**src/rtl/shift_req_sequencer.sv**
```systemverilog
// Request FIFO + issue register + result register around an external combinational left shifter.
// Latency: accept at edge k, shf_* valid after k+1, res_valid after k+2; one result per cycle.
// Backpressure: res_ready low freezes result and issue stages; FIFO fills, req_ready drops at DEPTH entries.
module shift_req_sequencer #(
    parameter int DEPTH = 4,
    parameter int CNT_W = 16
) (
    input  logic                     clk,
    input  logic                     rst,
    input  logic                     req_valid,
    output logic                     req_ready,
    input  logic [31:0]              req_data,
    input  logic [4:0]               req_amt,
    output logic [31:0]              shf_in,
    output logic [4:0]               shf_sv,
    input  logic [31:0]              shf_out,
    output logic                     res_valid,
    input  logic                     res_ready,
    output logic [31:0]              res_data,
    output logic [$clog2(DEPTH):0]   fifo_count,
    output logic [CNT_W-1:0]         done_count
);

    localparam int PW = $clog2(DEPTH);
    localparam logic [PW:0] FULL_CNT = (PW+1)'(DEPTH);

    logic [31:0]   fifo_data [DEPTH];
    logic [4:0]    fifo_amt  [DEPTH];
    logic [PW-1:0] wr_ptr;
    logic [PW-1:0] rd_ptr;
    logic          iss_valid;

    logic push;
    logic pop;
    logic advance;
    logic drain;

    // A pop in the same cycle does not open a slot while full; keeps req_ready purely registered-state driven.
    assign req_ready = !rst && (fifo_count != FULL_CNT);
    assign push      = req_valid && req_ready;
    assign advance   = iss_valid && (!res_valid || res_ready);
    assign pop       = (fifo_count != '0) && (!iss_valid || advance);
    assign drain     = res_valid && res_ready;

    always_ff @(posedge clk) begin
        if (push) begin
            fifo_data[wr_ptr] <= req_data;
            fifo_amt[wr_ptr]  <= req_amt;
        end
    end

    always_ff @(posedge clk) begin
        if (rst) begin
            wr_ptr     <= '0;
            rd_ptr     <= '0;
            fifo_count <= '0;
            iss_valid  <= 1'b0;
            shf_in     <= '0;
            shf_sv     <= '0;
            res_valid  <= 1'b0;
            res_data   <= '0;
            done_count <= '0;
        end else begin
            if (push) begin
                wr_ptr <= wr_ptr + 1'b1;
            end

            if (pop) begin
                shf_in    <= fifo_data[rd_ptr];
                shf_sv    <= fifo_amt[rd_ptr];
                iss_valid <= 1'b1;
                rd_ptr    <= rd_ptr + 1'b1;
            end else if (advance) begin
                shf_in    <= '0;
                shf_sv    <= '0;
                iss_valid <= 1'b0;
            end

            if (advance) begin
                res_data  <= shf_out;
                res_valid <= 1'b1;
            end else if (drain) begin
                res_valid <= 1'b0;
            end

            if (drain) begin
                done_count <= done_count + 1'b1;
            end

            case ({push, pop})
                2'b10:   fifo_count <= fifo_count + 1'b1;
                2'b01:   fifo_count <= fifo_count - 1'b1;
                default: fifo_count <= fifo_count;
            endcase
        end
    end

endmodule

```
**config.mk**
```make
export PLATFORM = sky130hd
export DESIGN_NAME = shift_req_sequencer
export DESIGN_NICKNAME = d
export VERILOG_FILES = /design/src/rtl/shift_req_sequencer.sv
export SDC_FILE = /design/constraint.sdc
export NUM_CORES = 1
export LEC_CHECK = 0
export ABC_AREA = 1
export CORE_UTILIZATION = 25
export DETAILED_ROUTE_END_ITERATION = 12
export DONT_BUFFER_PORTS = 1
export RECOVER_POWER = 25
export SLEW_MARGIN = 20
export SYNTH_ARGS = -nofsm -noshare
export SYNTH_HDL_FRONTEND = slang
export SYNTH_SLANG_ARGS = --single-unit
```
**constraint.sdc**
```tcl
create_clock -name clk -period 4.03 [get_ports clk]
set_clock_uncertainty 0.1 [all_clocks]
set_input_delay 0.403 -clock clk [delete_from_list [all_inputs] [get_ports clk]]
set_output_delay 0.403 -clock clk [all_outputs]
set_load 0.05 [all_outputs]
```
==> results.md <==
* Outcome: completed
* Slew headroom at between 40% and 50%
* Clock Sinks at 244
* Die W at just under 200 µm
* # IOs at approximately 160
* Cells after Synth at 872
* WP data arrival at 3.18 ns
* CTS Buf Count at 24
* Worst Hold Depth at 2
* Area delta synth->final at 20.3%
* Maximum clock rate at between 0.3 and 0.4 GHz
* # rows at 70
* CP max stage delay at around 0.80 ns
* Tcrit/Tclk final at between 70% and 80%
* Via count at ~6200
* Met2 GRT Util at about a fifth
* Final hold violation count at 0
* Vias per cell at around 4.3
* Minimum clock period at 3.08 ns
* Seq/Total Area, Yosys at between 60% and 70%
* Avg Cell Area, Syn at around 11 µm²
* GR Util met3 at ~3.5%
* Fin nets at 1007
* Synthesis-stage register bit count at between 200 and 250
* Crit path capture type: flop
* Crit-path leading delay family: simple AND/OR/NAND/NOR gates
* Tightest Pin Transition at ~0.86 ns
* Worst-Skew Late Latency at 0.52 ns
* DR WL/cell at about 15 µm
* Startpoint Class: flop
* Remaining DRCs at 0
* Worst Reg-to-Reg Cells at 5
* Required time of the critical path at ~4.1 ns
* CP Max Fanout at 23
* VDD IR-drop max at ~390 µV
* Placer Congestion at 0.748
* Met1 usage at ~14%
* DRT Wirelength at 22000 µm
* Critical Path Slowest Stage Cell: nor2_4
* CTS tree: yes
* Wire length of the first global-routing pass at ~34000 µm
* Final Cell Area at around 11000 µm²
* Vias in the first global route at 6013
* Largest net degree at the start of global routing at 75
* First DRT Iteration DRCs at approximately 340
* Congestion Overflow GR at 0
* Core box area at approximately 37000 µm²
* H-tree depth at 1
* Setup CP Type: flop to flop
* Port Buffers at 0
* Hold WC Path Type: input port to flop
* Postcts setup bufs at 0
* CTS clock-pin slew for the worst setup and hold paths at roughly 0.060 ns
* Overall routing resource usage at roughly 11%
* CP Buf/Inv Count at 2
* Initial antenna violation count at 3
* Post-layout util at between 30% and 40%
* Tot Pwr at between 8 and 9 mW
* Hold_ws at roughly 0.023 ns
* YS warnings at 0
* Clk Tree Root Cell: clkbuf_16
* Detail Route Antenna Nets at 0
* Clk buf depth at 3
* Layout cells sized above 1 at a little over a tenth
* Setup Total Neg Slack at 0 ns
* DRT Pass-1 Iters at 5
* Filler cells at roughly 3800
* Crit. path cell count at 5
* Crit path cell chain: inv_1 -> nand3_1 -> nand3_1 -> nor2_4 -> buf_4
* HPWL Detailed at between 10000 and 15000 µm
* Mapped cell area at between 9000 and 10000 µm²
* Final setup violation count at 0
* Crit path top cell by count: nand3_1
* Die area at 38700 µm²
* Post-Syn Nets at around 950
* Synth cell types at 31
* Max-cap violations at 0
* Global routing's busiest layer: met2
* Leakage at approximately 4 nW
* Final Max Tran Viols at 0
* Post_cts resized at 0
* DP Area at roughly 10000 µm²
* Die Span Y at between 150 and 200 µm
* Starting Density at between 20% and 30%
* PD cells at about 750 nW/µm²
* RSZ-0062 raised after global routing: no
-- routing by layer --
layer	up-vias	share of wire, %
met5	-	0
met4	0	1.9
met3	27	8.0
met2	198	47
met1	2867	43
li1	3089	-
-- layout make-up --
class                      count  area, µm²  share of cell area [%]
clock buffer                  29        641                    5.61
antenna                        3       7.51                  0.0658
inverter                      36        140                    1.23
timing repair buffer          76        753                    6.60
clock inverter                15        148                    1.29
sequential                   244       6370                    55.8
tap                          504        631                    5.52
multi-input combinational    545       2730                    23.9
-- cell usage in the layout (no fill, tap or decap), drive strengths merged --
master and instances:
clkbuf 29, a31oi 1, nor2 205, nor3 4, clkinvlp 1, buf 11, bufinv 3, a211oi 2
fa 1, ha 6, nand3 6, nand2 101, inv 35, diode 3, and3 1, nand4 5
dfxtp 96, clkinv 12, xor2 2, dlygate4sd3 65, o21ai 159, a21oi 52, edfxtp 148
-- cell families (layout without fill, tap and decap cells) --
logic type                 after synthesis  after routing  synth area share, %
AOI/OAI and AO/OA                      214            214                 12.1
xor gates and xnor gates                 2              2                0.185
adders and majority gates                7              7                 1.00
buffers and inverters                   83            156                 4.47
DFF                                    244            244                 67.1
other                                    0              3                    0
and+or+nand+nor                        322            322                 15.1
-- synth_stat cells (all sizes together) --
| master | number | area share (%) |
|---|---|---|
| a211oi | 2 | 0.16 |
| a21oi | 52 | 3.5 |
| a31oi | 1 | 0.066 |
| and3 | 1 | 0.066 |
| buf | 30 | 2.3 |
| clkbuf | 17 | 0.67 |
| clkinv | 1 | 0.092 |
| dfxtp | 96 | 20 |
| edfxtp | 148 | 47 |
| fa | 1 | 0.21 |
| ha | 6 | 0.79 |
| inv | 35 | 1.4 |
| nand2 | 101 | 5.8 |
| nand3 | 6 | 0.37 |
| nand4 | 5 | 0.40 |
| nor2 | 205 | 8.3 |
| nor3 | 4 | 0.21 |
| o21ai | 159 | 8.4 |
| xor2 | 2 | 0.18 |
-- power breakdown --
| part | internal [mW] | total [mW] | switching (mW) | leakage (nW) |
|---|---|---|---|---|
| sequential | 3.03 | 4.36 | 1.33 | 2.13 |
| combinational | 0.626 | 1.94 | 1.31 | 1.50 |
| clock | 1.32 | 2.26 | 0.937 | 0.382 |
| total | 4.98 | 8.56 | 3.58 | 4.01 |
-- path summary, 6_finish.rpt --
| path | end | slack (ns) | startpoint |
|---|---|---|---|
| setup / recovery | fifo_data[3][17] | 0.95 | fifo_count[1] |
| hold / removal | res_data[26] | 0.02 | shf_out[26] |
| setup reg to reg | fifo_data[3][17] | 0.95 | fifo_count[1] |
| hold reg to reg | flop | 0.34 | rd_ptr[1] |
-- sequential cells by signal, indices dropped and copies added (netlist names), named ones only --
register and flops:
fifo_amt 20, res_data 32, shf_in 32, res_valid 1, rd_ptr 2, wr_ptr 2
shf_sv 5, fifo_data 128, iss_valid 1, done_count 16, fifo_count 3
-- per-stage QoR --
| step | instances | setup slack (ns) |
|---|---|---|
| after floorplan | 872 | 0.749 |
| after global placement | 1339 | 1.02 |
| after detailed placement | 1339 | 0.951 |
| after CTS | 1449 | 0.938 |
| after global routing | 1451 | 0.763 |
| final | 1452 | 0.949 |
-- timing repair --
item	in CTS	in global routing
hold buffers	66	0
setup endpoints to repair	0	0
hold endpoints to repair	219	0
No activity file was read; power rests on OpenSTA's default activity.
